`config.mk`:
```
export PLATFORM = sky130hd
export DESIGN_NAME = cmd_frame_decoder
export DESIGN_NICKNAME = d
export VERILOG_FILES = /design/src/rtl/cmd_frame_decoder.sv
export SDC_FILE = /design/constraint.sdc
export NUM_CORES = 1
export LEC_CHECK = 0
export CORE_MARGIN = 5
export CORE_UTILIZATION = 35
export DETAILED_ROUTE_END_ITERATION = 10
export GPL_ROUTABILITY_DRIVEN = 0
export GPL_TIMING_DRIVEN = 0
export SETUP_SLACK_MARGIN = 0.02
export SKIP_LAST_GASP = 1
export SYNTH_ARGS = -nofsm -noshare
export SYNTH_HDL_FRONTEND = slang
export SYNTH_SLANG_ARGS = --single-unit
```
`constraint.sdc`:
```
create_clock -name clk -period 3.8 [get_ports clk]
set_input_delay 0.57 -clock clk [delete_from_list [all_inputs] [get_ports clk]]
set_output_delay 0.57 -clock clk [all_outputs]
set_load 0.05 [all_outputs]
```
`src/rtl/cmd_frame_decoder.sv`:
```
// ---------------------------------------------------------------------------
// cmd_frame_decoder
//
// Receive-side command parser. Reassembles host command frames from the UART
// received-byte strobe:
//   0x55, cmd, axis, param, d0, d1, d2, d3, [chk], 0xAA
// d0 is the most significant data byte. One decoded command is presented per
// good frame. Framing, timeout and axis errors are reported. A one-byte
// ACK/NAK reply is queued for the UART transmitter via valid/ready.
//
// Optional feature macro: CMD_FRAME_CHECKSUM_EN
//   defined   -> a checksum byte (XOR of cmd, axis, param, d0..d3) precedes
//                the tail; a mismatch rejects the frame with err_code 1.
//   undefined -> no checksum byte; frames are exactly 9 bytes.
//
// Ports:
//   clk        system clock
//   rst        asynchronous active-low reset
//   rx_data    received byte, valid while rx_valid = 1
//   rx_valid   one-cycle strobe per received byte
//   cmd_valid  one-cycle pulse: good frame decoded
//   cmd_code   command byte of last good frame
//   cmd_axis   axis byte of last good frame
//   cmd_param  param byte of last good frame
//   cmd_data   data word of last good frame (first data byte in [31:24])
//   frame_err  one-cycle pulse: frame rejected
//   err_code   last rejection reason: 1 tail/checksum, 2 timeout, 3 bad axis
//   busy       high while a frame is in progress
//   ack_valid  reply byte pending
//   ack_byte   reply byte: 0x06 ACK, 0x15 NAK
//   ack_ready  transmitter accepts ack_byte
// ---------------------------------------------------------------------------
module cmd_frame_decoder #(
  parameter logic [31:0] CLK_FREQ   = 32'd40_000_000,
  parameter logic [31:0] TIMEOUT_US = 32'd1000,
  parameter logic [7:0]  NUM_AXES   = 8'd4
) (
  input  logic        clk,
  input  logic        rst,
  input  logic [7:0]  rx_data,
  input  logic        rx_valid,
  output logic        cmd_valid,
  output logic [7:0]  cmd_code,
  output logic [7:0]  cmd_axis,
  output logic [7:0]  cmd_param,
  output logic [31:0] cmd_data,
  output logic        frame_err,
  output logic [1:0]  err_code,
  output logic        busy,
  output logic        ack_valid,
  output logic [7:0]  ack_byte,
  input  logic        ack_ready
);

  localparam logic [31:0] TIMEOUT_CYCLES = CLK_FREQ / 32'd1_000_000 * TIMEOUT_US;

  localparam logic [7:0] HDR_BYTE  = 8'h55;
  localparam logic [7:0] TAIL_BYTE = 8'hAA;
  localparam logic [7:0] ACK_BYTE  = 8'h06;
  localparam logic [7:0] NAK_BYTE  = 8'h15;

  localparam logic [1:0] ERR_FRAME   = 2'd1;
  localparam logic [1:0] ERR_TIMEOUT = 2'd2;
  localparam logic [1:0] ERR_AXIS    = 2'd3;

  typedef enum logic [2:0] {
    S_IDLE, S_CMD, S_AXIS, S_PARAM, S_DATA, S_CHK, S_TAIL
  } state_t;

  state_t      state;
  logic [1:0]  byte_idx;
  logic [31:0] to_cnt;
  logic [7:0]  sh_code;
  logic [7:0]  sh_axis;
  logic [7:0]  sh_param;
  logic [31:0] sh_data;
  logic        axis_ok;
  logic        chk_bad;

`ifdef CMD_FRAME_CHECKSUM_EN
  logic [7:0]  chk_acc;
`else
  assign chk_bad = 1'b0;
`endif

  assign axis_ok = (sh_axis != 8'd0) && (sh_axis <= NUM_AXES);
  assign busy    = (state != S_IDLE);

  always_ff @(posedge clk or negedge rst) begin
    if (!rst) begin
      // NOTE: shadow registers are reset too, so a reset mid-frame leaves no
      // stale partial frame behind; they are few flops, not a memory array.
      state     <= S_IDLE;
      byte_idx  <= 2'd0;
      to_cnt    <= 32'd0;
      sh_code   <= 8'd0;
      sh_axis   <= 8'd0;
      sh_param  <= 8'd0;
      sh_data   <= 32'd0;
      cmd_valid <= 1'b0;
      cmd_code  <= 8'd0;
      cmd_axis  <= 8'd0;
      cmd_param <= 8'd0;
      cmd_data  <= 32'd0;
      frame_err <= 1'b0;
      err_code  <= 2'd0;
      ack_valid <= 1'b0;
      ack_byte  <= 8'd0;
`ifdef CMD_FRAME_CHECKSUM_EN
      chk_acc   <= 8'd0;
      chk_bad   <= 1'b0;
`endif
    end else begin
      cmd_valid <= 1'b0;
      frame_err <= 1'b0;

      // NOTE: non-blocking assignments here; a later assignment in this block
      // to ack_valid (frame completion) overrides this clear, so a new reply
      // arriving in the acceptance cycle wins.
      if (ack_valid && ack_ready) ack_valid <= 1'b0;

      if (state == S_IDLE) begin
        to_cnt <= 32'd0;
        if (rx_valid && rx_data == HDR_BYTE) state <= S_CMD;
      end else if (rx_valid) begin
        // A byte arriving on the expiry cycle wins over the timeout.
        to_cnt <= 32'd0;
        case (state)
          S_CMD: begin
            sh_code <= rx_data;
`ifdef CMD_FRAME_CHECKSUM_EN
            chk_acc <= rx_data;
`endif
            state   <= S_AXIS;
          end
          S_AXIS: begin
            sh_axis <= rx_data;
`ifdef CMD_FRAME_CHECKSUM_EN
            chk_acc <= chk_acc ^ rx_data;
`endif
            state   <= S_PARAM;
          end
          S_PARAM: begin
            sh_param <= rx_data;
`ifdef CMD_FRAME_CHECKSUM_EN
            chk_acc  <= chk_acc ^ rx_data;
`endif
            byte_idx <= 2'd0;
            state    <= S_DATA;
          end
          S_DATA: begin
            sh_data  <= {sh_data[23:0], rx_data};
`ifdef CMD_FRAME_CHECKSUM_EN
            chk_acc  <= chk_acc ^ rx_data;
`endif
            byte_idx <= byte_idx + 2'd1;
            if (byte_idx == 2'd3) begin
`ifdef CMD_FRAME_CHECKSUM_EN
              state <= S_CHK;
`else
              state <= S_TAIL;
`endif
            end
          end
          S_CHK: begin
`ifdef CMD_FRAME_CHECKSUM_EN
            chk_bad <= (rx_data != chk_acc);
`endif
            state <= S_TAIL;
          end
          S_TAIL: begin
            if (chk_bad || rx_data != TAIL_BYTE) begin
              frame_err <= 1'b1;
              err_code  <= ERR_FRAME;
              ack_byte  <= NAK_BYTE;
            end else if (!axis_ok) begin
              frame_err <= 1'b1;
              err_code  <= ERR_AXIS;
              ack_byte  <= NAK_BYTE;
            end else begin
              cmd_valid <= 1'b1;
              cmd_code  <= sh_code;
              cmd_axis  <= sh_axis;
              cmd_param <= sh_param;
              cmd_data  <= sh_data;
              ack_byte  <= ACK_BYTE;
            end
            ack_valid <= 1'b1;
            state     <= S_IDLE;
          end
          default: state <= S_IDLE;
        endcase
      end else if (to_cnt == TIMEOUT_CYCLES - 32'd1) begin
        // This clock is the TIMEOUT_CYCLES-th idle clock since the last byte.
        to_cnt    <= 32'd0;
        frame_err <= 1'b1;
        err_code  <= ERR_TIMEOUT;
        state     <= S_IDLE;
      end else begin
        to_cnt <= to_cnt + 32'd1;
      end
    end
  end

endmodule
```
* Word level (Yosys, flattened, before mapping)
Cells that the tools add are included.
** Cells by class
- Bitwise logic cells :: 2
- Equal/unequal tests :: 14
- $lt $le $gt $ge :: 1
- Reduce and logical (&&, ||, !) cells :: 18
- Add/subtract/negate cells :: 2
- Mux-type cells :: 32
** Operator list (number)
- $mux 32 :: 3
- $add 32x1->32 const B :: 1
- $eq 32x16->1 const B :: 1
- $reduce_and 3->1 :: 7
- $mux 1 :: 15
- $mux 3 :: 5
- $pmux 3 s5 :: 1
- $mux 2 :: 5
- $mux 5 :: 2
- $eq 3x3->1 const B :: 3
- $eq 8x7->1 const B :: 1
- $le 8x3->1 const B :: 1
- $ne 8x8->1 const B :: 1
- $reduce_bool 8->1 :: 1
- $eq 3x2->1 const B :: 2
- $reduce_bool 3->1 :: 2
- $reduce_and 5->1 :: 1
- $ne 2x1->1 const B :: 2
- $ne 4x4->1 const B :: 1
- $pmux 2 s2 :: 1
- $reduce_and 4->1 :: 1
- $reduce_bool 2->1 :: 2
- $eq 3x1->1 const B :: 1
- $logic_and 1x1->1 :: 3
- other kinds (5) :: 6
** Storage, ports and cells
- Register bits :: 162
- Logic and storage cells :: 85
- Input port bits :: 12
- Output and inout bits :: 70

* Logic depth before layout (Yosys ltp)
Gate-level depths: netlist (run 1).
- Depth after elaboration :: 7
- Gate-level depth with buffers :: 8
- Mapped depth without buffers :: 5

* Least setup slack after synthesis (run 1)
No wires, ideal clock.
- Path kind :: input-to-reg
- Start point :: input rx_data[0]
- End point :: register cmd_code[5]
- Arrival :: 1991 ps
- Stages :: 6
- Path slack :: 1684 ps
- Setup time :: 125 ps
- Path buffers :: 2
- Data required time :: 3675 ps
- Cells stage by stage :: nor4bb_1 > nand4_1 > nor3_2 > buf_2 > buf_4 > mux2_2
** On the way
- Word-level cells in the longest chain between the ends :: 3
** RTL lines
- start, declared :: RTL line 40 : input logic [7:0] rx_data,
- $ne 8x8->1 :: RTL line 172 : if (chk_bad || rx_data != TAIL_BYTE) begin
- $not 1->1 (no source line)
- $reduce_and 5->1 (no source line)
- end signal, assigned :: RTL line 182 : cmd_code <= sh_code;
- end, declared :: RTL line 43 : output logic [7:0] cmd_code,
No other way between the ends.
A chain may end at the register's enable or synchronous reset.

* Worst setup path after layout (run 1)
- Start point :: register state[1]
- End point :: output busy
** On the way
- Word-level cells in the longest chain between the ends :: 1
** RTL lines
- start, declared :: RTL line 70 : state_t state;
- start signal, assigned :: RTL line 93 : state <= S_IDLE;
- start signal, assigned :: RTL line 124 : if (rx_valid && rx_data == HDR_BYTE) state <= S_CMD;
- start signal, assigned :: RTL line 134 : state <= S_AXIS;
- $reduce_bool 3->1 :: RTL line 87 : assign busy = (state != S_IDLE);
- end, declared :: RTL line 49 : output logic busy,
No other way between the ends.

==> reports/results.ini, run 1 <==
[outcome]
outcome = completed

[yosys]
seq_area_frac_synth_pct = 59.4
synth_warnings = 0
synth_top_family_by_area = simple AND/OR/NAND/NOR gates
async_flop_share_pct = 100
synth_ff_type = dfrtp_1
ys_seq_elements = 157
synth_edf_count = 0
postSynthCellCount = 581
synth_fa_ha_area_share_pct = 0.379
yosys.area.top_type = dfrtp_1
ys_types = 50
syn_avg_cell_area_um2 = 11.4
synth.mux.area_fraction_pct = 12.8
synth_xor_area_share_pct = 1.59
yosysTopAreaCellShare_pct = 59.4
ys_top_cells_by_area = dfrtp_1 (59%), mux2_2 (13%), nand2_1 (6.4%), a21oi_1 (1.6%), nor2_1 (1.4%)
synth-compound-area-share_pct = 5.30
synth-simple-area-share_pct = 17.1
syn_area_mm2 = 0.00661

[critical_path]
critPathBufInv = 3
cp.arrival_ns = 2.45
cp_top_family = buffers and inverters
required_ns = 3.23
cp_max_fo = 9
reg2reg_depth = 7
max_stage_delay_ns = 0.74
end_kind = output port
start_kind = flop
cp_slowest_cell = clkdlybuf4s50_1
r2r_setup_slack_ns = 1.36
crit_chain = buf_2 > nor3_1 > inv_1 > clkdlybuf4s50_1
path_depth = 4
criticalPathCategory = reg2out

[route]
wl_per_cell_um = 16.1
drc_errors = 0
ant_nets = 0
wirelength_um = 14900
detail_route.iter0.violations = 214
num_vias = 4671
drt_pass1_iterations = 4
viasPerCell = 5.03

[clock_network]
cts_buffers = 17
clk_latency_ns = 0.42
cts_sinks = 157
path_clk_slew_ns = 0.06
ctsResizeCount = 0
clock-root-buffer = clkbuf_16
clock_path_buffers = 2
cts_tree = built
ctsHoldBuffers = 0
cts_setup_buffers = 0
htreeDepth = 4

[grt]
grt_pass1_vias = 4647
grt_max_degree = 100
grt.total_usage_pct = 14.1
grt_pass1_wl_um = 24500
grt_antenna_before_repair = 0
grt_overflow = 0

[pwr]
power.share.switching_pct = 29.1
powerDensity_mw_per_mm2 = 551
peakVddDrop_mv = 0.434
p_switching_mw = 1.32
clkPwrFrac_pct = 34.4
p_int_mw = 3.23
p_seq_share_pct = 48.4
p_leak_nw = 3.73
comb_power_share_pct = 17.2

[timing]
period_share_pct = 79.5
fin_worst_skew_ns = 0.0122
setup_violations = 0
rsz0062_at_grt = no
fin_ws_ns = 0.778
relSlewSlack_pct = 40.0
maxClockFrequency_mhz = 331
worst_pin_slew_ns = 0.892
hold_viol_final = 0
final_max_slew_viol_count = 0
tns_ns = 0
min_period_ns = 3.02

[flow_run]
maxCapViolCount = 0

[placed_design]
dpl.hpwl_um = 10400
numPortBuffers = 77
preCtsSetupSlack_ns = 0.604

[cells_and_area]
layout.nets = 695
drive_gt1_share_pct = 19.5
num_antenna_cells = 0
syn2layout_area_growth_pct = 25.0

[die]
core-area_mm2 = 0.0186
ios = 82
die_w_um = 147
die_y_um = 147
num_rows = 50
dieArea_mm2 = 0.0217
initial_core_util_pct = 35.4

[worst_hold_path]
hold_path.class = in2async

==> placed cells by master, fill, tap and decap left out, drive strengths merged, types with 11 or more instances in the layout <==
master         instances
clkbuf                37
o21ai                 15
nand4                 11
nor4                  12
clkdlybuf4s50         76
nor2                  25
nand3                 14
a21oi                 22
nand2                113
inv                   13
dfrtp                157
or4                   13
buf                   21
mux2                  74
nor3                  11
==> flip-flops by register name, indices dropped and copies added (netlist names) <==
signal,count
sh_code,8
cmd_code,8
cmd_valid,1
sh_axis,8
cmd_data,32
state,3
ack_byte,3
frame_err,1
ack_valid,1
byte_idx,2
to_cnt,32
sh_data,32
sh_param,8
cmd_axis,8
err_code,2
cmd_param,8
==> power by group through the flow <==
stage | logic, mW | registers, mW | clock network (mW)
final | 0.782 | 2.20 | 1.57
after floorplan | 0.512 | 2.22 | 0
after global routing | 0.873 | 2.24 | 1.68
after detailed placement | 0.785 | 2.23 | 0
after global placement | 0.755 | 2.21 | 0
after CTS | 0.792 | 2.20 | 1.61
==> final cells by class <==
| class | count | area [um^2] |
|---|---|---|
| Fill cell | 1759 | 10400 |
| Sequential cell | 157 | 3930 |
| Multi-Input combinational cell | 379 | 2470 |
| Timing Repair Buffer | 78 | 800 |
| Clock buffer | 21 | 450 |
| Tap cell | 234 | 293 |
| Buffer | 35 | 171 |
| Clock inverter | 11 | 95.1 |
| Inverter | 13 | 48.8 |
==> per-layer routing <==
metal	wire, um	GRT usage [%]
met5	0	0
met1	7150	19.4
met4	137	3.77
met2	6960	21.7
met3	673	4.41
==> stage by stage <==
stage               util (%)  hold slack [ns]  cells  total power, mW  cell area, um^2
floorplan                  -            0.274    584             2.73             6620
global placement        41.2            0.453    895             2.97             7680
detailed placement      41.4            0.452    896             3.01             7710
CTS                     44.3            0.137    928             4.60             8260
global route            44.3            0.167    928             4.80             8260
finish                  44.3            0.133    928             4.55             8260
==> worst paths after layout <==
kind	from	to
hold / removal	rst	cmd_data[26]
max in group asynchronous	rst	state[0]
hold reg to reg	ack_byte[2]	ack_byte[2]
setup / recovery	state[1]	busy
min in group clk	ack_byte[2]	ack_byte[2]
setup reg to reg	to_cnt[0]	to_cnt[3]
==> cell families after synthesis <==
family	after synthesis
simple gates	229
other cells	1
buf+inv	48
fa+ha+maj	2
compound gates	57
xor+xnor	12
flops	157
mux	75
==> Yosys cell counts (2+ instances only) <==
cell	number
nand2b_1	3
o31ai_1	9
nor2_1	25
o41ai_1	2
or3_1	6
mux2_2	74
nand4_1	10
inv_1	13
nor3_1	9
clkbuf_1	15
ha_1	2
o21ai_0	15
nand3_1	14
nand4bb_1	2
xnor2_1	9
nor4b_1	2
nor3_2	2
nor4_1	12
or4_1	11
buf_2	13
and3_1	2
buf_4	6
nor2b_1	6
xor2_1	3
a21oi_1	21
dfrtp_1	157
nand2_1	113
nor4bb_1	2
and4_1	2
(Power assumes the default switching activity.)
==> run 2: changes to the inputs <==
==> constraint.sdc (replaced) <==
create_clock -name clk -period 2.93 [get_ports clk]
set_input_delay 0.4395 -clock clk [delete_from_list [all_inputs] [get_ports clk]]
set_output_delay 0.4395 -clock clk [all_outputs]
set_load 0.05 [all_outputs]
==> run 2 against run 1 <==
  * The flow now finishes with violations (negative hold slack)
  * Worst setup slack got worse by 0.47 ns
  * Register-to-register slack got worse by 0.85 ns
  * Sequential share of layout area barely moved
  * Cell count did not move
==> reports/results.ini, run 2 (synthesis results as in run 1) <==
[outcome]
outcome = complete, but fails checks
violations = negative hold slack

[route]
wirelength_um = 14800
viasPerCell = 5.01
drt_pass1_iterations = 5
num_vias = 4647
wl_per_cell_um = 16.0
drc_errors = 0
detail_route.iter0.violations = 230
ant_nets = 0

[die]
dieArea_mm2 = 0.0217
die_y_um = 147
core-area_mm2 = 0.0186
initial_core_util_pct = 35.4
num_rows = 50
ios = 82
die_w_um = 147

[critical_path]
cp.arrival_ns = 2.19
criticalPathCategory = reg2out
worstReg2RegEnd = to_cnt[4]
reg2reg_depth = 7
end_kind = output port
crit_chain = buf_2 > nor3_2 > inv_1 > clkdlybuf4s50_1
required_ns = 2.49
cp_slowest_cell = clkdlybuf4s50_1
max_stage_delay_ns = 0.72
r2r-start = to_cnt[0]
start_kind = flop
r2r_setup_slack_ns = 0.51
cp_max_fo = 9

[timing]
period_share_pct = 89.6
worst_pin_slew_ns = 0.877
final_max_slew_viol_count = 0
rsz0062_at_grt = no
hold_viol_final = 1
maxClockFrequency_mhz = 381
setup_violations = 0
min_period_ns = 2.63
whs_ns = -0.000480
fin_worst_skew_ns = 0.0120
relSlewSlack_pct = 41.0
fin_ws_ns = 0.304

[clock_network]
clock-root-buffer = clkbuf_16
htreeDepth = 4
cts_sinks = 157
cts_buffers = 17
cts_tree = built
clk_latency_ns = 0.42
ctsHoldBuffers = 0
path_clk_slew_ns = 0.06
clock_path_buffers = 2

[cells_and_area]
final_util_pct = 44.3
multi_input_area_mm2 = 0.00248
fillers = 1760
top_regs = cmd_data: 32 flops, sh_data: 32 flops, to_cnt: 32 flops
regArea_mm2 = 0.00393
final_cell_mix = dfrtp_1 (157), nand2_1 (113), clkdlybuf4s50_1 (76), mux2_2 (74), nor2_1 (25)
drive_gt1_share_pct = 19.6
syn2layout_area_growth_pct = 25.0
final_cell_area_mm2 = 0.00826
num_antenna_cells = 0
layout.nets = 695
layout_commonest_cell = dfrtp_1

[pwr]
power.share.switching_pct = 29.1
clkPwrFrac_pct = 34.5
comb_power_share_pct = 17.2
p_switching_mw = 1.72
p_int_mw = 4.19
power_mw = 5.90
peakVddDrop_mv = 0.572
p_leak_nw = 3.73
powerDensity_mw_per_mm2 = 714
p_seq_share_pct = 48.3

[grt]
grt_antenna_before_repair = 0
grt_pass1_wl_um = 24500
grt_pass1_vias = 4647
grt_max_degree = 100
grt_overflow = 0
grt.total_usage_pct = 14.1

[placed_design]
numPortBuffers = 77
placed_area_mm2 = 0.00771
dpl.hpwl_um = 10400
preCtsSetupSlack_ns = -0.136

[flow_run]
maxCapViolCount = 0

[worst_hold_path]
hold_path.class = in2async

[run 2: cell counts in the layout (fill, tap and decap cells not counted)]
Identical to the previous run, type by type.
[run 2: power by group through the flow]
stage | logic (mW) | clock network, mW | registers (mW)
6_report | 1.02 | 2.03 | 2.85
4_1_cts | 1.03 | 2.09 | 2.85
3_3_place_gp | 0.979 | 0 | 2.87
2_1_floorplan | 0.663 | 0 | 2.87
3_5_place_dp | 1.02 | 0 | 2.89
5_1_grt | 1.14 | 2.18 | 2.91
[run 2: repair_timing]
action | CTS | global route
gates resized for setup | 0 | 1
setup endpoints to repair | 0 | 1
setup buffers | 0 | 0
[run 2: stage by stage]
stage | hold WS (ns) | std cells | setup TNS, ns
after floorplan | 0.144 | 584 | 0
after CTS | 0.00603 | 928 | 0
after global routing | 0.0366 | 928 | 0
final | -0.000480 | 928 | 0
after detailed placement | 0.452 | 896 | -0.263
after global placement | 0.453 | 895 | -745.05
[run 2: area by class of cell]
| cell class | instances | share of cell area [%] |
|---|---|---|
| Timing Repair Buffer | 78 | 9.68 |
| Multi-Input combinational cell | 379 | 30.0 |
| Clock buffer | 21 | 5.45 |
| Clock inverter | 11 | 1.15 |
| Buffer | 35 | 2.07 |
| Sequential cell | 157 | 47.5 |
| Tap cell | 234 | 3.54 |
| Inverter | 13 | 0.591 |
[run 2: metal layers]
layer  share of wire (%)  wire length (um)  vias to the layer above  global-route usage [%]
met1                  47              7020                     2328                    19.4
met4                 1.0               150                        0                    3.77
met2                  47              6970                       89                    21.7
met5                   0                 0                        -                       0
li1                    -                 -                     2218                       -
met3                 4.8               708                       12                    4.41
[run 2: critical path: cells and delay by family, from the launching register on]
| kind | cells | cell delay, ns |
|---|---|---|
| and+or+nand+nor | 1 | 0.41 |
| DFF | 1 | 0.35 |
| buffers and inverters | 3 | 0.99 |
[run 2: worst max-delay path by stage]
| stage | from | endpoint | slack (ns) | cells past startpoint |
|---|---|---|---|---|
| global placement | rst | sh_code[1] | -4.75 | 1 |
| global route | rx_data[3] | cmd_code[5] | 0.07 | 7 |
| detailed placement | rx_data[3] | cmd_code[5] | -0.14 | 7 |
| CTS | state[1] | busy | 0.06 | 4 |
| finish | state[1] | busy | 0.30 | 4 |
| floorplan | state[0] | cmd_code[5] | 0.88 | 7 |
==> run 3: changes to the inputs <==
==> constraint.sdc (replaced) <==
create_clock -name clk -period 2.58 [get_ports clk]
set_input_delay 0.387 -clock clk [delete_from_list [all_inputs] [get_ports clk]]
set_output_delay 0.387 -clock clk [all_outputs]
set_load 0.05 [all_outputs]
==> run 3 against run 2 <==
  * The run now ends clean
  * Hold slack improved by 0.41 ns
  * First-iteration DRC count rose by 3.5%
  * Power rose by 14%
  * Sequential power rose by 14%
  * Global-route usage barely moved
  * Die area did not move
  * Via count rose by 0.75%
  * Critical path depth rose by 3
  * Flip-flop and latch count did not move
  * Largest cell class unchanged
==> reports/results.ini, run 3 (synthesis results as in run 1) <==
[critical_path]
required_ns = 2.89
critPathLaunch = rx_data[7]
start_kind = input pin
end_kind = flop
reg2reg_depth = 7
cp_max_fo = 10
r2r_setup_slack_ns = 0.27
timing.critical_path.to = cmd_code[5]
criticalPathCategory = in2reg
worstReg2RegEnd = to_cnt[4]
r2r-start = to_cnt[0]
cp.arrival_ns = 2.68

[route]
viasPerCell = 5.04
wl_per_cell_um = 16.0
ant_nets = 0
wirelength_um = 14900
drc_errors = 0
drt_pass1_iterations = 4
num_vias = 4682
detail_route.iter0.violations = 238

[placed_design]
numPortBuffers = 77
placed_area_mm2 = 0.00771
dpl.hpwl_um = 10400

[cells_and_area]
top_regs = cmd_data: 32 flops, sh_data: 32 flops, to_cnt: 32 flops
fillers = 1759
num_antenna_cells = 0
final_cell_mix = dfrtp_1 (157), nand2_1 (113), mux2_2 (74), clkdlybuf4s50_1 (74), nor2_1 (25)
layout_commonest_cell = dfrtp_1
final_util_pct = 44.5
drive_gt1_share_pct = 19.9
syn2layout_area_growth_pct = 25.5
final_cell_area_mm2 = 0.00830
layout.nets = 696

[pwr]
p_leak_nw = 3.75
power_mw = 6.70
power.share.switching_pct = 29.2
powerDensity_mw_per_mm2 = 808
comb_power_share_pct = 17.2
p_switching_mw = 1.96
p_seq_share_pct = 48.4
peakVddDrop_mv = 0.648
clkPwrFrac_pct = 34.4
p_int_mw = 4.75

[die]
die_y_um = 147
core-area_mm2 = 0.0186
die_w_um = 147
ios = 82
initial_core_util_pct = 35.4
num_rows = 50
dieArea_mm2 = 0.0217

[grt]
grt_overflow = 0
grt_pass1_wl_um = 24500
grt_pass1_vias = 4660
grt.total_usage_pct = 14.1
grt_max_degree = 100
grt_antenna_before_repair = 0

[clock_network]
cts_tree = built
clock-root-buffer = clkbuf_16
clock_path_buffers = 2
clk_latency_ns = 0.42
cts_sinks = 157
path_clk_slew_ns = 0.06
htreeDepth = 4
cts_buffers = 17
cts_setup_buffers = 0

[timing]
whs_ns = 0.413
worst_pin_slew_ns = 0.807
rsz0062_at_grt = no
period_share_pct = 91.9
fin_worst_skew_ns = 0.0114
maxClockFrequency_mhz = 422
final_max_slew_viol_count = 0
relSlewSlack_pct = 45.7
hold_viol_final = 0
tns_ns = 0
min_period_ns = 2.37
setup_violations = 0

[worst_hold_path]
hold_path.class = in2reg
hp-start = rx_data[3]

[flow_run]
maxCapViolCount = 0

[outcome]
outcome = completed

[run 3: changes by cell type in the layout (fill, tap and decap cells not counted)]
cell             previous run  this run
dlymetal6s2s_1              0         1
clkdlybuf4s50_1            76        74
nor3_2                      3         2
nor4bb_2                    0         1
nor4_1                     12        11
nor4bb_1                    2         1
dlygate4sd2_1               0         1
nor3_4                      0         1
buf_4                       6         7
buf_2                      13        12
dlygate4sd3_1               0         1
nor4_2                      0         1
[run 3: power groups by stage]
stage | clock (mW) | combinational, mW | sequential, mW
floorplan | 0 | 0.754 | 3.26
global placement | 0 | 1.11 | 3.26
detailed placement | 0 | 1.16 | 3.28
CTS | 2.37 | 1.16 | 3.24
global route | 2.48 | 1.29 | 3.31
finish | 2.31 | 1.15 | 3.24
[run 3: per-stage QoR]
| stage | setup WS, ns | cells |
|---|---|---|
| after floorplan | 0.531 | 584 |
| after global routing | 0.0516 | 929 |
| after global placement | -5.05 | 895 |
| final | 0.209 | 929 |
| after detailed placement | -0.433 | 896 |
| after CTS | 0.0978 | 929 |
[run 3: final cells by class]
cell class / instances / area (um^2) / share of cell area (%)
Clock inverter: 11 / 95.1 / 1.15
Sequential cell: 157 / 3930 / 47.4
Clock buffer: 21 / 450 / 5.43
Tap cell: 234 / 293 / 3.53
Timing Repair Buffer: 79 / 811 / 9.77
Inverter: 13 / 48.8 / 0.588
Buffer: 35 / 174 / 2.10
Multi-Input combinational cell: 379 / 2490 / 30.1
[run 3: worst min-delay path by stage]
stage,slack [ns],to,depth (start not counted)
after global placement,0.45,ack_byte[2],1
final,0.41,sh_data[3],3
after global routing,0.40,sh_data[3],3
after detailed placement,0.41,cmd_data[26],1
after CTS,0.47,ack_byte[2],1
after floorplan,0.09,ack_byte[0],0
[run 3: worst max-delay path: stages]
cell and delay (ns):
clkdlybuf4s50_1 0.60, nor4bb_1 0.43, nand4_1 0.23, nor3_4 0.23, buf_4 0.24, buf_4 0.20
mux2_2 0.34
[run 3: timing repair]
| action | 4_1_cts | 5_1_grt |
|---|---|---|
| endpoints found under the setup margin | 3 | 47 |
| hold buffers | 1 | 0 |
| hold endpoints to repair | 58 | 0 |
| resized for setup | 3 | 4 |
[run 3: layer usage]
layer	vias up	share of wire, %	track usage (%)
met5	-	0	0
met3	12	4.6	4.38
met2	98	47	21.8
met4	0	0.97	3.77
li1	2217	-	-
met1	2355	48	19.4
